File: src/rtl/burst_write_pkg.sv
// Shared types and helpers for the burst write master.
// Optional statistics counters in the top are enabled with BURST_WRITE_MASTER_STATS_EN.
package burst_write_pkg;

  // Master FSM encoding: IDLE=0, WAIT_DATA=1, BURST=2, DONE=3
  typedef enum logic [1:0] {
    ST_IDLE      = 2'd0,
    ST_WAIT_DATA = 2'd1,
    ST_BURST     = 2'd2,
    ST_DONE      = 2'd3
  } state_t;

  // Largest legal burst for a given burstcount width
  function automatic int unsigned max_burst(input int unsigned burst_width);
    return 32'(1) << (burst_width - 1);
  endfunction

  // Unsigned minimum
  function automatic int unsigned min_u(input int unsigned a, input int unsigned b);
    return (a < b) ? a : b;
  endfunction

endpackage

File: src/rtl/burst_write_fifo.sv
// Show-ahead synchronous FIFO: q presents the head word whenever the FIFO is
// non-empty, and reads as zero when empty. Pushes while full are dropped.
module burst_write_fifo #(
  parameter int unsigned DATA_WIDTH      = 32,
  parameter int unsigned FIFO_DEPTH_LOG2 = 5
) (
  input  logic                       clk,
  input  logic                       reset,
  input  logic                       push,
  input  logic [DATA_WIDTH-1:0]      data,
  input  logic                       pop,
  output logic [DATA_WIDTH-1:0]      q,
  output logic [FIFO_DEPTH_LOG2:0]   count,
  output logic                       full,
  output logic                       empty
);

  localparam int unsigned DEPTH = 32'(1) << FIFO_DEPTH_LOG2;
  localparam int unsigned CNT_W = FIFO_DEPTH_LOG2 + 1;

  logic [DATA_WIDTH-1:0]      r_mem [DEPTH];
  logic [FIFO_DEPTH_LOG2-1:0] r_wr_ptr;
  logic [FIFO_DEPTH_LOG2-1:0] r_rd_ptr;
  logic [CNT_W-1:0]           r_count;
  logic                       w_push;
  logic                       w_pop;

  assign full   = (r_count == CNT_W'(DEPTH));
  assign empty  = (r_count == '0);
  assign count  = r_count;
  assign q      = empty ? '0 : r_mem[r_rd_ptr];
  assign w_push = push & ~full;
  assign w_pop  = pop & ~empty;

  // Storage write; contents need no reset since count gates visibility
  always_ff @(posedge clk) begin
    if (w_push) begin
      r_mem[r_wr_ptr] <= data;
    end
  end

  // Pointer and occupancy tracking
  always_ff @(posedge clk) begin
    if (reset) begin
      r_wr_ptr <= '0;
      r_rd_ptr <= '0;
      r_count  <= '0;
    end else begin
      if (w_push) r_wr_ptr <= r_wr_ptr + 1'b1;
      if (w_pop)  r_rd_ptr <= r_rd_ptr + 1'b1;
      case ({w_push, w_pop})
        2'b10:   r_count <= r_count + 1'b1;
        2'b01:   r_count <= r_count - 1'b1;
        default: r_count <= r_count;
      endcase
    end
  end

endmodule

File: src/rtl/burst_write_master_fifo.sv
// Avalon-MM burst write master fed by a show-ahead FIFO. A burst starts only
// once the FIFO already holds every beat, so master_write never drops mid-burst.
// Define BURST_WRITE_MASTER_STATS_EN to add stall-cycle and burst counters.
module burst_write_master_fifo
  import burst_write_pkg::*;
#(
  parameter int unsigned ADDRESS_WIDTH     = 32,
  parameter int unsigned DATA_WIDTH        = 32,
  parameter int unsigned BYTE_ENABLE_WIDTH = 4,
  parameter int unsigned BURST_WIDTH       = 4,
  parameter int unsigned LENGTH_WIDTH      = 16,
  parameter int unsigned FIFO_DEPTH_LOG2   = 5
) (
  input  logic                          clk,
  input  logic                          reset,
  input  logic                          ctrl_start,
  input  logic [ADDRESS_WIDTH-1:0]      ctrl_baseaddress,
  input  logic [LENGTH_WIDTH-1:0]       ctrl_length,
  output logic                          ctrl_busy,
  output logic                          ctrl_done,
  input  logic                          user_write,
  input  logic [DATA_WIDTH-1:0]         user_writedata,
  output logic                          user_full,
  output logic [ADDRESS_WIDTH-1:0]      master_address,
  output logic                          master_write,
  output logic [DATA_WIDTH-1:0]         master_writedata,
  output logic [BURST_WIDTH-1:0]        master_burstcount,
  output logic [BYTE_ENABLE_WIDTH-1:0]  master_byteenable,
  input  logic                          master_waitrequest
`ifdef BURST_WRITE_MASTER_STATS_EN
  ,
  output logic [31:0]                   stat_wait_cycles,
  output logic [15:0]                   stat_bursts
`endif
);

  localparam int unsigned MAX_BURST = max_burst(BURST_WIDTH);
  localparam int unsigned CNT_W     = FIFO_DEPTH_LOG2 + 1;

  state_t                   r_state;
  logic [ADDRESS_WIDTH-1:0] r_addr;
  logic [LENGTH_WIDTH-1:0]  r_remaining;
  logic [BURST_WIDTH-1:0]   r_beats_left;

  logic [DATA_WIDTH-1:0]    w_fifo_q;
  logic [CNT_W-1:0]         w_fifo_count;
  logic                     w_fifo_empty;
  logic [BURST_WIDTH-1:0]   w_beats;
  logic                     w_fifo_ready;
  logic                     w_accept;
  logic                     w_last_beat;
  logic [ADDRESS_WIDTH-1:0] w_step_bytes;
  logic [LENGTH_WIDTH-1:0]  w_rem_after;

  burst_write_fifo #(
    .DATA_WIDTH      (DATA_WIDTH),
    .FIFO_DEPTH_LOG2 (FIFO_DEPTH_LOG2)
  ) u_fifo (
    .clk   (clk),
    .reset (reset),
    .push  (user_write),
    .data  (user_writedata),
    .pop   (w_accept),
    .q     (w_fifo_q),
    .count (w_fifo_count),
    .full  (user_full),
    .empty (w_fifo_empty)
  );

  assign master_writedata  = w_fifo_q;
  assign master_byteenable = '1;

  assign w_beats      = BURST_WIDTH'(min_u(MAX_BURST, 32'(r_remaining)));
  assign w_fifo_ready = (32'(w_fifo_count) >= 32'(w_beats));
  assign w_accept     = master_write & ~master_waitrequest & ~w_fifo_empty;
  assign w_last_beat  = w_accept & (r_beats_left == BURST_WIDTH'(1));
  assign w_step_bytes = ADDRESS_WIDTH'(master_burstcount) * ADDRESS_WIDTH'(BYTE_ENABLE_WIDTH);
  assign w_rem_after  = r_remaining - LENGTH_WIDTH'(master_burstcount);

  // Transfer sequencing: wait for a full burst of data, stream it, repeat
  always_ff @(posedge clk) begin
    if (reset) begin
      r_state           <= ST_IDLE;
      r_addr            <= '0;
      r_remaining       <= '0;
      r_beats_left      <= '0;
      master_address    <= '0;
      master_write      <= 1'b0;
      master_burstcount <= '0;
      ctrl_busy         <= 1'b0;
      ctrl_done         <= 1'b0;
    end else begin
      ctrl_done <= 1'b0;
      case (r_state)
        ST_IDLE: begin
          if (ctrl_start) begin
            r_addr      <= ctrl_baseaddress;
            r_remaining <= ctrl_length;
            ctrl_busy   <= 1'b1;
            r_state     <= (ctrl_length != '0) ? ST_WAIT_DATA : ST_DONE;
          end
        end
        ST_WAIT_DATA: begin
          if (w_fifo_ready) begin
            master_write      <= 1'b1;
            master_burstcount <= w_beats;
            master_address    <= r_addr;
            r_beats_left      <= w_beats;
            r_state           <= ST_BURST;
          end
        end
        ST_BURST: begin
          if (w_accept) begin
            r_beats_left <= r_beats_left - BURST_WIDTH'(1);
          end
          if (w_last_beat) begin
            master_write <= 1'b0;
            r_addr       <= r_addr + w_step_bytes;
            r_remaining  <= w_rem_after;
            r_state      <= (w_rem_after == '0) ? ST_DONE : ST_WAIT_DATA;
          end
        end
        ST_DONE: begin
          ctrl_done <= 1'b1;
          ctrl_busy <= 1'b0;
          r_state   <= ST_IDLE;
        end
        default: r_state <= ST_IDLE;
      endcase
    end
  end

`ifdef BURST_WRITE_MASTER_STATS_EN
  // Saturating stall and completed-burst counters, cleared per transfer
  always_ff @(posedge clk) begin
    if (reset || (r_state == ST_IDLE && ctrl_start)) begin
      stat_wait_cycles <= '0;
      stat_bursts      <= '0;
    end else begin
      if (master_write && master_waitrequest && (stat_wait_cycles != '1)) begin
        stat_wait_cycles <= stat_wait_cycles + 32'd1;
      end
      if (r_state == ST_BURST && w_last_beat && (stat_bursts != '1)) begin
        stat_bursts <= stat_bursts + 16'd1;
      end
    end
  end
`endif

endmodule

File: config.mk
export PLATFORM = sky130hd
export DESIGN_NAME = burst_write_master_fifo
export DESIGN_NICKNAME = d
export VERILOG_FILES = /design/src/rtl/burst_write_pkg.sv /design/src/rtl/burst_write_fifo.sv /design/src/rtl/burst_write_master_fifo.sv
export SDC_FILE = /design/constraint.sdc
export NUM_CORES = 1
export LEC_CHECK = 0
export ABC_AREA = 1
export CORE_AREA = 4 4 437 439
export DETAILED_ROUTE_END_ITERATION = 8
export DIE_AREA = 0 0 441 443
export GPL_TIMING_DRIVEN = 0
export PLACE_DENSITY = 0.35
export SYNTH_ARGS = -nofsm -noshare
export SYNTH_HDL_FRONTEND = slang
export SYNTH_SLANG_ARGS = --single-unit
File: constraint.sdc
create_clock -name clk -period 4.3 [get_ports clk]
set_input_delay 0.645 -clock clk [delete_from_list [all_inputs] [get_ports clk]]
set_output_delay 0.645 -clock clk [all_outputs]
set_load 0.02 [all_outputs]
Word level (Yosys, flattened, before mapping) --
Memories as Yosys holds them, arrays and structs flattened. A register that Yosys moved wholly into a read port is not among the register bits. Index checks and enable logic that the tools add are counted.
Cells by class: add/subtract/negate cells 7, $lt $le $gt $ge 2, eq/ne operators 11, multiplexer cells 28, bitwise operators 8, reductions and logical operators 14
Operators with widths (number):
- $mux 32 | 3
- $pmux 32 s2 | 1
- $add 32x6->32 | 1
- $mux 16 | 2
- $pmux 16 s2 | 1
- $logic_not 16->1 | 1
- $lt 4x16->1 const A | 1
- $reduce_bool 16->1 | 1
- $sub 16x4->16 | 1
- $mux 4 | 3
- $pmux 6 s2 | 1
- $reduce_and 3->1 | 4
- $add 5x1->5 const B | 2
- $mux 2 | 5
- $mux 5 | 2
- $pmux 2 s4 | 1
- $pmux 4 s2 | 1
- $reduce_bool 2->1 | 4
- $add 6x1->6 const B | 1
- $eq 2x2->1 const B | 3
- $eq 6x6->1 const B | 1
- $ge 6x4->1 | 1
- $logic_not 6->1 | 1
- $mux 1 | 6
- 11 further kinds | 22
Word-level totals: register bits 109, RAM bits 1024, bits of input ports 85, output and inout bits 76, logic and storage cells 83, memories 1
Memory list:
- u_fifo.r_mem | depth 32, width 32, read ports 1, clocked after Yosys merged registers in 1, wr ports 1, line burst_write_fifo.sv:21 | logic [DATA_WIDTH-1:0] r_mem [DEPTH];

Longest topological paths before layout --
Gate-level depths: netlist of the first run.
depth after elaboration 6, mapped depth 18

Hierarchy --
From an unflattened synthesis of the first run, not the netlist that was laid out.
Unflattened totals: cells, all modules 4501, area, all modules 48280.1 um^2
By module, submodules not included:
- burst_write_fifo | times used 1, cells an instance 3640, area an instance 42731.0 um^2, sequential area each 31169.9 um^2
- burst_write_master_fifo | times used 1, cells an instance 861, area an instance 5549.1 um^2, sequential area each 1861.8 um^2

Worst setup path after synthesis of the first run --
OpenSTA, ideal clock, no wires.
path kind input -> register, start in user_write, end mem u_fifo.r_mem[31][0], enable pin, arrival time 3.101 ns, path slack 0.735 ns, cell stages on the path 4, buffers on the path 0, path through nand2_2 -> inv_2 -> nand2_1 -> nor3_1
Between the ends: cells in the longest elaborated chain, start to end 3
RTL lines:
- from (decl) | line burst_write_master_fifo.sv:21 | input logic user_write,
- $and 1x1->1 | line burst_write_fifo.sv:32 | assign w_push = push & ~full;
- $mux 1 | line burst_write_fifo.sv:37 | if (w_push) begin
- $mux 1 (implied by the code) | line burst_write_fifo.sv:38 | r_mem[r_wr_ptr] <= data;
- to (decl) | line burst_write_fifo.sv:21
Every way passes these cells.

==> results of run 1 <==
placed cells by master, fill, tap and decap left out, types with 7 or more instances in the layout:
cell type,Yosys,layout
a21oi_1,108,103
a31oi_1,30,22
a31oi_2,0,7
buf_12,2,34
buf_16,0,7
buf_2,52,66
buf_4,43,60
buf_6,26,35
bufinv_16,0,11
clkbuf_1,127,84
clkbuf_16,0,145
clkbuf_2,1,71
clkbuf_4,0,10
clkdlybuf4s50_1,0,92
clkinv_1,0,21
clkinv_2,1,15
dfxtp_1,114,113
dlygate4sd2_1,0,32
edfxtp_1,1024,1024
ha_1,24,24
inv_1,110,110
nand2_1,249,249
nand3_1,173,155
nand3_2,0,18
nand4_1,12,12
nor2_1,738,704
nor2_4,4,35
nor3_1,12,11
o211ai_1,17,17
o21ai_0,582,582
o21ai_1,76,75
o221ai_1,182,162
o221ai_2,0,20
o22ai_1,74,68
xor2_1,10,10
per-stage QoR:
| step | power (mW) | setup WS (ns) | hold slack (ns) | std cells | cell area, um^2 |
|---|---|---|---|---|---|
| final | 26.9 | 0.0959 | 0.374 | 6792 | 57200 |
| after global routing | 27.8 | 0.00197 | 0.332 | 6789 | 57200 |
| after CTS | 27.2 | 0.0000548 | 0.304 | 6788 | 57200 |
| after detailed placement | 15.4 | -0.244 | 0.469 | 6544 | 52300 |
| after global placement | 15.4 | -3.23 | 0.468 | 6501 | 51300 |
| after floorplan | 14.0 | 0.735 | 0.447 | 3850 | 46600 |
cell families after synthesis:
group	Yosys count	synth area share, %
simple gates	1210	10.6
flops	1138	70.9
compound gates	1075	13.4
buf+inv	381	4.09
fa+ha+maj	27	0.773
xor+xnor	15	0.282
other cells	1	0.00805
report_power, final:
group          leakage (nW)  internal (mW)  switching [mW]
Clock                  2.16           6.92            4.81
Sequential             10.2           12.2           0.148
Combinational          6.55          0.784            1.96
state kept, by name, indices dropped and copies added (netlist names), named ones only:
signal	cells
u_fifo.r_rd_ptr	5
ctrl_done	1
r_state	2
u_fifo.r_mem	1024
r_addr	32
master_address	32
master_write	1
r_remaining	16
ctrl_busy	1
r_beats_left	4
u_fifo.count	6
u_fifo.r_wr_ptr	5
master_burstcount	4
routing by layer:
metal / up-vias / wire, um / global-route usage [%] / share of wire (%)
met3: 198 / 10600 / 3.84 / 5.5
met4: 0 / 4300 / 4.94 / 2.2
met1: 16900 / 91400 / 27.8 / 47
met2: 941 / 87900 / 30.2 / 45
li1: 14900 / - / - / -
met5: - / 0 / 0.0248 / 0
cell type report:
class / count / area, um^2 / share of cell area [%]
clock inverters: 57 / 586 / 1.02
clock buffers: 187 / 3850 / 6.73
diodes: 4 / 10.0 / 0.0175
plain buffers: 263 / 1660 / 2.90
repair buffers: 199 / 2240 / 3.91
multi-input cells: 2331 / 12300 / 21.4
flip-flops and latches: 1138 / 33000 / 57.7
well taps: 2495 / 3120 / 5.46
inverters: 118 / 452 / 0.789
critical path, delay by kind of cell (launching register included):
kind / cells / cell delay [ns]
AND/OR/NAND/NOR: 3 / 0.51
AO/OA/AOI/OAI: 3 / 0.68
buffers and inverters: 6 / 1.27
flip-flops: 1 / 0.30
worst paths after layout:
check | start | to | slack [ns] | cells past startpoint
worst max-delay path | register | master_writedata[29] | 0.1 | 12
worst min-delay path | user_writedata[13] | u_fifo.r_mem[15][13] | 0.37 | 2
worst max register to register | u_fifo.count[0] | u_fifo.count[5] | 0.96 | 16
worst min register to register | u_fifo.count[5] | u_fifo.count[5] | 0.48 | 2
repair_timing:
item / CTS / global route
pin swaps: 1 / 0
cloned: 0 / 0
endpoints found under the setup margin: 32 / 5
gates resized for setup: 214 / 10
==> metrics.md, run 1 <==
| Metric | Value |
|---|---|
| Fin crit share | 97.8% |
| CP required | 3.65 ns |
| Rel. slew slack | 32.5% |
| Filler cells | 19.0k |
| Fin. max-slew vios | 0 |
| GRT Util Overall | 19.5% |
| Final hold violations | 0 |
| Cell count after synthesis | 3,847 |
| Share of cells above drive strength 1 | 13.8% |
| Die Ht | 443 um |
| Hold crit path type | in -> reg |
| Max incr delay on CP | 0.38 ns |
| WL per Instance | 28.6 um |
| First-pass GRT wire length | 267,000 um |
| Crit path max fanout | 10 |
| CTS tree | done |
| Peak Freq | 238 MHz |
| CTS sink cnt | 1,138 |
| Via count | 32.9k |
| Largest net degree at the start of global routing | 33 |
| Via/cell ratio | 4.85 |
| Post-synthesis register bit count | 1,138 |
| RSZ-0062 raised after global routing | false |
| Post-CTS Hold Fix Bufs | 0 |
| Worst Tran Pin Value | 1.01 ns |
| Peak VDD IR | 0.000376 V |
| Kind of critical path | reg -> out |
| CP cell instances | buf_6, buf_12, inv_8, buf_6, buf_4, o21ai_0, o221ai_2, nand3_1, nand3_1, nand2_1, a21oi_1, dlygate4sd2_1 |
| CP startpoint kind | register |
| Top cells by area, synth | edfxtp_1 (66%), o21ai_0 (6.2%), nor2_1 (5.9%) |
| Postcts setup bufs | 0 |
| Worst-Skew Late Latency | 0.78 ns |
| Vias in the first global route | 32.6k |
| Max Root-Sink Buffers | 3 |
| Setup-failing EPs final | 0 |
| Post-synth top area cell | edfxtp_1 |
| Clock Skews | 0.0309 ns |
| Minimum clock period | 4.20 ns |
| Synthesized area per cell | 12.1 um^2 |
| Critical path endpoint category | primary output |
| Crit-path slowest cell | dlygate4sd2_1 |
| Post-synth top flop | edfxtp_1 |
| Antenna viol nets, final | 0 |
| Layout net count | 4,302 |
| Die Span X | 441 um |
| DRC | 0 |
| Post-synthesis cell type count | 46 |
| Max H-tree Level | 4 |
| Port Buffers | 156 |
| Drt pass-1 iters | 5 |
| Core area | 187,000 um^2 |
| Yosys top cell area share | 66.0% |
| Final HPWL DP | 133,000 um |
| Seq/Total Area, Yosys | 70.9% |
| Post-Syn Area | 46,600 um^2 |
| Routed WL | 194,000 um |
| CTS Root Cell | clkbuf_16 |
| Static Leak | 18.9 nW |
| PwrDens | 470 nW/um^2 |
| Num rows | 159 |
| RD Place Congestion | 0.813 |
| CTS buffer count | 139 |
| Die area | 195,000 um^2 |
| Top cells by count, synth | edfxtp_1 (1,024), nor2_1 (738), o21ai_0 (582), nand2_1 (249), o221ai_1 (182) |
| Ys Warns | 0 |
| Top Ports | 161 |
| Initial core utilization | 24.9% |
| Most frequent cell after synthesis | edfxtp_1 |
| Synth async-reset ratio | 0% |
| Count of flip-flops with a built-in enable after synthesis | 1,024 |
| Sum of negative setup slack | 0 ns |
| Initial antenna violation count | 14 |
| Overflow after GRT | 0 |
| Final core occ | 30.6% |
| Critical Path AT | 3.56 ns |
| Clock input transition at the sequential cells of the worst setup and hold paths | 0.06 ns |
| Max cap viols | 0 |
| Area Overhead vs Synth | 22.8% |
| Status | completed |
| Initial DRC count | 3,140 |
Note: power is estimated with default switching activity, not from simulation.
==> run 2, diff against run 1 <==
==> constraint.sdc (replaced) <==
create_clock -name clk -period 5.45 [get_ports clk]
set_input_delay 0.8175 -clock clk [delete_from_list [all_inputs] [get_ports clk]]
set_output_delay 0.8175 -clock clk [all_outputs]
set_load 0.02 [all_outputs]
==> run 2 against run 1 <==
Via count rose by 0.53%. Sequential cell count did not move. Non-clock buffer count did not move. Worst hold slack improved by 0.11 ns. Largest cell class unchanged.
==> metrics.md, run 2 (synthesis results as in run 1) <==
| Metric | Value |
|---|---|
| Drt pass-1 iters | 7 (+2) |
| Largest net degree at the start of global routing | 33 (unchanged) |
| PwrDens | 374 nW/um^2 (-20%) |
| Die area | 195,000 um^2 (unchanged) |
| Critical path endpoint category | primary output |
| Vias in the first global route | 32.5k (-0.35%) |
| Critical Path AT | 4.53 ns (+0.97 ns) |
| Area Overhead vs Synth | 21.7% |
| Peak VDD IR | 0.000300 V (-20%) |
| Initial core utilization | 24.9% (unchanged) |
| Peak Freq | 187 MHz |
| Max reg flops | 1,024 (unchanged) |
| Static Leak | 18.4 nW (-2.2%) |
| Status | completed |
| Most common cell after layout, fill and taps aside | edfxtp_1 |
| Top Ports | 161 (unchanged) |
| Initial antenna violation count | 12 (-2) |
| Placed instance area | 52,300 um^2 (unchanged) |
| Layout net count | 4,302 (unchanged) |
| Share of cells above drive strength 1 | 10.5% (-3.3 points) |
| RSZ-0062 raised after global routing | false |
| Cell internal pwr | 15.7 mW (-21%) |
| Minimum clock period | 5.35 ns |
| WL per Instance | 28.6 um (about the same) |
| Clock Skews | 0.0272 ns (-0.00377 ns) |
| Via count | 33.1k (+0.53%) |
| Max Root-Sink Buffers | 3 (unchanged) |
| Clock power frac | 43.6% (about the same) |
| Overflow after GRT | 0 (unchanged) |
| Max H-tree Level | 4 (unchanged) |
| WHS | 0.483 ns (+0.109 ns) |
| Antenna viol nets, final | 0 (unchanged) |
| Sw power | 5.44 mW (-21%) |
| Hold crit path type | reg -> reg |
| CTS Root Cell | clkbuf_16 |
| Fin. max-slew vios | 0 (unchanged) |
| Largest reg by FF count | u_fifo.r_mem |
| Crit path max fanout | 10 (unchanged) |
| Top flop regs | u_fifo.r_mem x1024, master_address x32, r_addr x32 |
| Seq pwr share | 46.1% (about the same) |
| Die Span X | 441 um (unchanged) |
| Via/cell ratio | 4.87 (+0.50%) |
| CTS tree | done |
| Worst Tran Pin Value | 1.20 ns (+0.182 ns) |
| Rel. slew slack | 20.3% (-12 points) |
| Worst-Skew Late Latency | 0.78 ns (about the same) |
| Final Cell Area | 56,700 um^2 (-0.87%) |
| CTS sink cnt | 1,138 (unchanged) |
| Sw Ratio | 25.7% (-0.086 points) |
| Max cap viols | 0 (unchanged) |
| Final core occ | 30.3% (-0.26 points) |
| Commonest cells after routing, fill and taps aside | edfxtp_1 (1,024), nor2_1 (707), o21ai_0 (582), nand2_1 (249), o221ai_1 (182) |
| Initial DRC count | 3,249 (+3.5%) |
| Clock input transition at the sequential cells of the worst setup and hold paths | 0.06 ns (about the same) |
| Core area | 187,000 um^2 (unchanged) |
| Port Buffers | 156 (unchanged) |
| Kind of critical path | reg -> out |
| CP required | 4.63 ns (+0.98 ns) |
| First-pass GRT wire length | 266,000 um (-0.19%) |
| Fin crit share | 98.1% |
| CP startpoint kind | register |
| CTS buffer count | 139 (unchanged) |
| DRC | 0 (unchanged) |
| Num rows | 159 (unchanged) |
| RD Place Congestion | 0.813 (unchanged) |
| Final hold violations | 0 (unchanged) |
| Routed WL | 194,000 um (about the same) |
| Filler cells | 19.0k (+0.11%) |
| GRT Util Overall | 19.5% (-0.026 points) |
| Setup-failing EPs final | 0 (unchanged) |
| Logic pwr share | 10.2% (about the same) |
| Die Ht | 443 um (unchanged) |
| Final HPWL DP | 133,000 um (unchanged) |
| Sum of negative setup slack | 0 ns (unchanged) |
run 2: cell type report:
class	instances	area (um^2)	share of cell area, %
Sequential cell	1138	33000	58.2
Multi-Input combinational cell	2331	11900	21.0
Clock buffer	187	3850	6.79
Tap cell	2495	3120	5.50
Timing Repair Buffer	199	2280	4.02
Buffer	263	1460	2.58
Clock inverter	57	586	1.03
Inverter	118	452	0.796
Antenna cell	6	15.0	0.0265
run 2: power groups by stage:
stage               clock [mW]  sequential (mW)  combinational [mW]
global placement             0             9.97                2.18
global route              9.83             9.79                2.35
CTS                       9.47             9.77                2.20
floorplan                    0             9.95                1.06
finish                    9.25             9.77                2.17
detailed placement           0             9.96                2.20
run 2: critical path: stages (launching register included):
cell,delay [ns]
dfxtp_1,0.59
buf_4,0.33
clkbuf_1,0.64
o21ai_0,0.23
o221ai_1,0.30
nand3_1,0.15
nand3_1,0.23
nand2_1,0.09
a31oi_1,0.47
clkdlybuf4s50_1,0.73
run 2: worst paths after layout:
check,slack [ns],depth (start not counted),end,start
setup / recovery,0.10,9,master_writedata[27],register
hold / removal,0.48,2,u_fifo.count[5],u_fifo.count[5]
setup reg to reg,2.14,16,u_fifo.count[5],u_fifo.count[0]
hold reg to reg,0.48,2,u_fifo.count[5],u_fifo.count[5]
run 2: metal layers:
| layer | share of wire [%] | wire, um | track usage (%) | vias up |
|---|---|---|---|---|
| met5 | 0 | 0 | 0 | - |
| met1 | 47 | 91100 | 27.9 | 17000 |
| li1 | - | - | - | 14900 |
| met4 | 2.3 | 4500 | 4.99 | 0 |
| met2 | 45 | 87500 | 30.1 | 1010 |
| met3 | 5.7 | 11000 | 3.75 | 206 |
run 2: through the flow:
stage	cells	setup slack, ns	total power [mW]
final	6794	0.103	21.2
after detailed placement	6544	0.733	12.2
after floorplan	3850	1.71	11.0
after CTS	6788	0.0164	21.4
after global routing	6788	0.0100	22.0
after global placement	6501	-2.26	12.2
run 2: timing repair:
item	in CTS	in global routing
hold buffers	0	0
setup endpoints to repair	3	3
resized for setup	2	5
buffers inserted	0	0
